[config.mk]
export PLATFORM = sky130hd
export DESIGN_NAME = lut_access_ctrl
export DESIGN_NICKNAME = d
export VERILOG_FILES = /design/src/rtl/lut_access_ctrl_pkg.sv /design/src/rtl/lut_access_ctrl_ram.sv /design/src/rtl/lut_access_ctrl.sv
export SDC_FILE = /design/constraint.sdc
export NUM_CORES = 1
export LEC_CHECK = 0
export CELL_PAD_IN_SITES_DETAIL_PLACEMENT = 1
export CELL_PAD_IN_SITES_GLOBAL_PLACEMENT = 2
export CORE_MARGIN = 3
export CORE_UTILIZATION = 42
export CTS_BUF_LIST = sky130_fd_sc_hd__clkbuf_4 sky130_fd_sc_hd__clkbuf_8 sky130_fd_sc_hd__clkbuf_16
export CTS_CLUSTER_SIZE = 10
export DETAILED_ROUTE_END_ITERATION = 10
export PLACE_DENSITY = 0.79
export SYNTH_ARGS = -nofsm -noshare
export SYNTH_HDL_FRONTEND = slang
export SYNTH_SLANG_ARGS = --single-unit
[constraint.sdc]
create_clock -name clk_i -period 6.6 [get_ports clk_i]
set_clock_uncertainty 0.05 [all_clocks]
set_input_delay 1.98 -clock clk_i [delete_from_list [all_inputs] [get_ports clk_i]]
set_output_delay 1.98 -clock clk_i [all_outputs]
set_load 0.03 [all_outputs]
[src/rtl/lut_access_ctrl_pkg.sv]
// Shared defaults and types for the LUT access controller.
// Read latency constant and in-flight stage record used by the top.
package lut_access_ctrl_pkg;

  localparam int DEF_DATA_WIDTH = 32;
  localparam int DEF_ADDR_LINES = 4;
  localparam int RD_LATENCY     = 2;

  typedef logic rid_t;

  localparam rid_t RID0 = 1'b0;
  localparam rid_t RID1 = 1'b1;

  typedef struct packed {
    logic vld;
    rid_t id;
  } stage_t;

endpackage

[src/rtl/lut_access_ctrl_ram.sv]
// Table RAM: one write port, one registered read port plus a resettable output register.
// Latency 2 (read register, then output register); no backpressure.
module dual_port_ram #(
  parameter int DW = 32,
  parameter int AW = 4
) (
  input  logic          clk_i,
  input  logic          rstn_i,
  input  logic          i_we,
  input  logic [AW-1:0] i_waddr,
  input  logic [DW-1:0] i_wdata,
  input  logic          i_re,
  input  logic [AW-1:0] i_raddr,
  input  logic          i_oe,
  output logic [DW-1:0] o_rdata
);

  logic [DW-1:0] r_mem [2**AW];
  logic [DW-1:0] r_rd;
  logic [DW-1:0] r_dout;

  // Array and read register are not reset so table contents survive a reset.
  always_ff @(posedge clk_i) begin
    if (i_we) r_mem[i_waddr] <= i_wdata;
    if (i_re) r_rd <= r_mem[i_raddr];
  end

  always_ff @(posedge clk_i) begin
    if (!rstn_i)   r_dout <= '0;
    else if (i_oe) r_dout <= r_rd;
  end

  assign o_rdata = r_dout;

endmodule

[src/rtl/lut_access_ctrl.sv]
// Two-requester round-robin read arbiter over a loadable table RAM; write-collision reads deferred a cycle.
// Read latency 2 from grant, one read per cycle; requesters hold req until the combinational grant.
module lut_access_ctrl
  import lut_access_ctrl_pkg::*;
#(
  parameter int DATA_WIDTH = DEF_DATA_WIDTH,
  parameter int ADDR_LINES = DEF_ADDR_LINES
) (
  input  logic                  clk_i,
  input  logic                  rstn_i,
  input  logic                  wr_valid_i,
  output logic                  wr_ready_o,
  input  logic [ADDR_LINES-1:0] wr_addr_i,
  input  logic [DATA_WIDTH-1:0] wr_data_i,
  input  logic                  rd0_req_i,
  input  logic                  rd1_req_i,
  input  logic [ADDR_LINES-1:0] rd0_addr_i,
  input  logic [ADDR_LINES-1:0] rd1_addr_i,
  output logic                  rd0_gnt_o,
  output logic                  rd1_gnt_o,
  output logic                  rd_valid_o,
  output logic                  rd_id_o,
  output logic [DATA_WIDTH-1:0] rd_data_o,
  output logic                  idle_o
);

  logic   r_wr_ready;
  rid_t   r_ptr;
  stage_t r_pipe [RD_LATENCY];

  logic                  w_wr_acc;
  logic                  w_cand0;
  logic                  w_cand1;
  logic                  w_gnt0;
  logic                  w_gnt1;
  logic                  w_any_gnt;
  logic [ADDR_LINES-1:0] w_rd_addr;
  logic                  w_inflight;

  assign w_wr_acc = wr_valid_i & r_wr_ready;

  // A read hitting the address being written this cycle waits one cycle so it sees the new data.
  assign w_cand0 = rstn_i & rd0_req_i & ~(w_wr_acc & (rd0_addr_i == wr_addr_i));
  assign w_cand1 = rstn_i & rd1_req_i & ~(w_wr_acc & (rd1_addr_i == wr_addr_i));

  assign w_gnt0    = w_cand0 & (~w_cand1 | (r_ptr == RID0));
  assign w_gnt1    = w_cand1 & (~w_cand0 | (r_ptr == RID1));
  assign w_any_gnt = w_gnt0 | w_gnt1;
  assign w_rd_addr = w_gnt1 ? rd1_addr_i : rd0_addr_i;

  always_ff @(posedge clk_i) begin
    if (!rstn_i) begin
      r_wr_ready <= 1'b0;
      r_ptr      <= RID0;
    end else begin
      r_wr_ready <= 1'b1;
      if (w_gnt0)      r_ptr <= RID1;
      else if (w_gnt1) r_ptr <= RID0;
    end
  end

  always_ff @(posedge clk_i) begin
    if (!rstn_i) begin
      for (int i = 0; i < RD_LATENCY; i++) r_pipe[i] <= '0;
    end else begin
      r_pipe[0] <= '{vld: w_any_gnt, id: w_gnt1 ? RID1 : RID0};
      for (int i = 1; i < RD_LATENCY; i++) r_pipe[i] <= r_pipe[i-1];
    end
  end

  always_comb begin
    w_inflight = 1'b0;
    for (int i = 0; i < RD_LATENCY; i++) w_inflight = w_inflight | r_pipe[i].vld;
  end

  dual_port_ram #(
    .DW (DATA_WIDTH),
    .AW (ADDR_LINES)
  ) u_ram (
    .clk_i   (clk_i),
    .rstn_i  (rstn_i),
    .i_we    (w_wr_acc),
    .i_waddr (wr_addr_i),
    .i_wdata (wr_data_i),
    .i_re    (w_any_gnt),
    .i_raddr (w_rd_addr),
    .i_oe    (r_pipe[0].vld),
    .o_rdata (rd_data_o)
  );

  assign wr_ready_o = r_wr_ready;
  assign rd0_gnt_o  = w_gnt0;
  assign rd1_gnt_o  = w_gnt1;
  assign rd_valid_o = r_pipe[RD_LATENCY-1].vld;
  assign rd_id_o    = r_pipe[RD_LATENCY-1].id;
  assign idle_o     = ~(w_inflight | rd0_req_i | rd1_req_i);

endmodule

==> out/metrics.cfg <==
[clock_tree]
postCtsResizedCells=0
clk_pin_slew_ns=0.06
cts_setup_buffers=0
clkLatencyLatePin_ns=0.61
clock_path_buffers=3
cts_made_buffers=71
cts_hold_buffers=0
cts-root-buf=clkbuf_16
htreeDepth=3
clock_sink_count=582
cts_tree=done

[placed_design]
place_congestion=0.781
io_buffers=86
placed_area_um2=31800
dp_cells=3511
hpwl_um=54000

[grt]
grt_util_all_layers_pct=27.5
antenna_found_initial=5
grt_pass1_vias=25100
grt_first_pass_wirelength_um=157000
grt-ovfl-total=0
grt_max_degree=240

[hold_path]
min_from=r_pipe[0][0]
min_path_type=reg2reg
whs_path_depth=1
holdPathEnd=r_pipe[0][2]

[detailed_routing]
drtIter0Drc=2344
dr.pass1.iters=5
num_vias=24000
drc=0
drt-total-wl_um=105000
ant_nets=0
wl_per_cell_um=29.0
drt-vias-per-instance=6.59

[yosys]
synth_nets=2765
ys_top_cells_by_count=544 x edfxtp_1, 515 x nand2b_1, 265 x nand2_1
synth_top_area_share_pct=54.2
ys_top_cells_by_area=edfxtp_1 54%, nand2b_1 11%, a311oi_1 7.4%
ys_seq_area_share_pct=56.7
netlist.top_cell.by_area=edfxtp_1
synth.most_common_cell=edfxtp_1
synth.distinct_cells=41
syn_inst=2716
synth_seq_cells=582
async_flop_share_pct=0
synth_area_um2=30100
synth_flop_cell=edfxtp_1
yosys_warnings=0
synth-edff-count=544
syn_avg_cell_area_um2=11.1

[sta]
hold_viol=0
slew_headroom_pct=19.8
fin_crit_sh_pct=94.9
fin_crit_ns=6.27
setup-violations-final=0
fmax_mhz=160
worstMarginPinSlew_ns=1.20
slew_violations=0
final.setup.tns_ns=0
rsz0062_at_grt=no

[pwr]
cellLeakagePower_nw=10.6
seq_power_share_pct=46.2
max-vdd-ir-drop_mv=0.204
p_sw_share_pct=24.9
p_clk_share_pct=42.8
combPwrFrac_pct=11.0
p_switching_mw=2.24
internal_power_mw=6.77
p_per_area_nw_per_um2=265

[flow_run]
drv_cap=0

[cells_and_area]
instances_no_fill=3638
fin_nets=2693
fill_cells=7279
drive_gt1_share_pct=8.38
design_area_um2=34000
area_growth_syn_to_layout_pct=13.0

[worst_setup_path]
reg2reg_from=wr_ready_o
cp-end-kind=primary output
worstPathArrival_ns=4.24
worst-r2r-cell-count=8
start_kind=input port
cp_max_fo=6
r2r_slack_ns=2.41
worst_r2r_endpoint=u_ram.r_rd[26]
crit_type=in2out
required_ns=4.57

[floorplanning]
initial_core_util_pct=42.7
die_x_um=274
dieArea_um2=75000
core_um2=70500
num_io_pins=87
die_h_um=274
rows=97

[status]
status=completed

==> critical path, stage by stage <==
cell	delay, ns
clkdlybuf4s50_1	0.53
xnor2_1	0.27
nand3_2	0.17
o311a_4	0.39
a21oi_1	0.19
clkdlybuf4s50_1	0.69
==> final cells by class <==
| class | instances | area [um^2] | area share [%] |
|---|---|---|---|
| Timing Repair Buffer | 148 | 1530 | 4.49 |
| Sequential cell | 582 | 17100 | 50.2 |
| Multi-Input combinational cell | 1837 | 11900 | 35.1 |
| Antenna cell | 1 | 2.50 | 0.00735 |
| Tap cell | 940 | 1180 | 3.45 |
| Clock buffer | 120 | 2220 | 6.51 |
| Inverter | 4 | 15.0 | 0.0441 |
| Clock inverter | 6 | 72.6 | 0.213 |
==> layer usage <==
metal  GRT usage (%)  share of wire [%]
met1            36.0                 42
met2            45.6                 48
met3            5.43                6.6
met4            9.61                3.1
met5               0              0.038
==> registers in the layout (all words and copies together), names as in the netlist <==
register       cells
wr_ready_o         1
r_ptr              1
r_pipe             4
u_ram.o_rdata     32
u_ram.r_mem      512
u_ram.r_rd        32
==> stage by stage <==
stage | total power [mW] | utilization, % | setup WS (ns) | hold WS (ns)
after global placement | 5.18 | 45.0 | 0.388 | 0.375
after detailed placement | 5.21 | 45.0 | 0.300 | 0.381
after global routing | 9.28 | 48.3 | 0.236 | 0.403
final | 9.01 | 48.3 | 0.335 | 0.380
after floorplan | 4.83 | - | 0.723 | 0.362
after CTS | 9.06 | 48.3 | 0.344 | 0.387
==> cell families after synthesis <==
group	count (synthesis)	synth area share [%]
simple gates	880	16.1
buf+inv	297	4.37
mux	32	1.06
compound gates	917	21.4
xor+xnor	8	0.257
flops	582	56.7
==> worst max-delay path by stage <==
stage	start	depth (start not counted)	slack, ns	to
4_1_cts	wr_addr_i[2]	6	0.34	rd0_gnt_o
6_report	wr_addr_i[2]	6	0.33	rd0_gnt_o
2_1_floorplan	wr_addr_i[1]	8	0.72	rd0_gnt_o
3_5_place_dp	wr_addr_i[2]	10	0.30	u_ram.r_rd[26]
5_1_grt	rd0_addr_i[2]	6	0.24	rd0_gnt_o
3_3_place_gp	wr_addr_i[2]	10	0.39	u_ram.r_rd[28]
==> power by group through the flow <==
stage | clock network [mW] | logic, mW | registers (mW)
floorplan | 0 | 0.579 | 4.25
global placement | 0 | 0.946 | 4.23
detailed placement | 0 | 0.981 | 4.23
CTS | 3.91 | 0.985 | 4.16
global route | 4.06 | 1.06 | 4.16
finish | 3.86 | 0.992 | 4.16
==> placed cells by master, fill, tap and decap left out, types with 2 or more instances in the layout <==
cell	n
a41oi_4	2
nor2_4	12
nor4_1	5
nor2_1	5
mux2i_1	32
clkbuf_8	3
clkbuf_4	43
a311oi_1	256
clkdlybuf4s50_1	82
a31oi_4	6
a2111oi_0	2
edfxtp_1	544
clkbuf_16	74
buf_12	16
nor2b_1	34
nand2b_1	515
inv_1	3
and2_1	2
xor2_1	4
dfxtp_1	37
or4_1	32
nor3_2	5
inv_6	2
nand2_1	264
o22ai_1	128
a211oi_1	257
a21oi_1	260
xnor2_1	3
buf_8	2
buf_4	47
No activity file was read; power rests on OpenSTA's default activity.
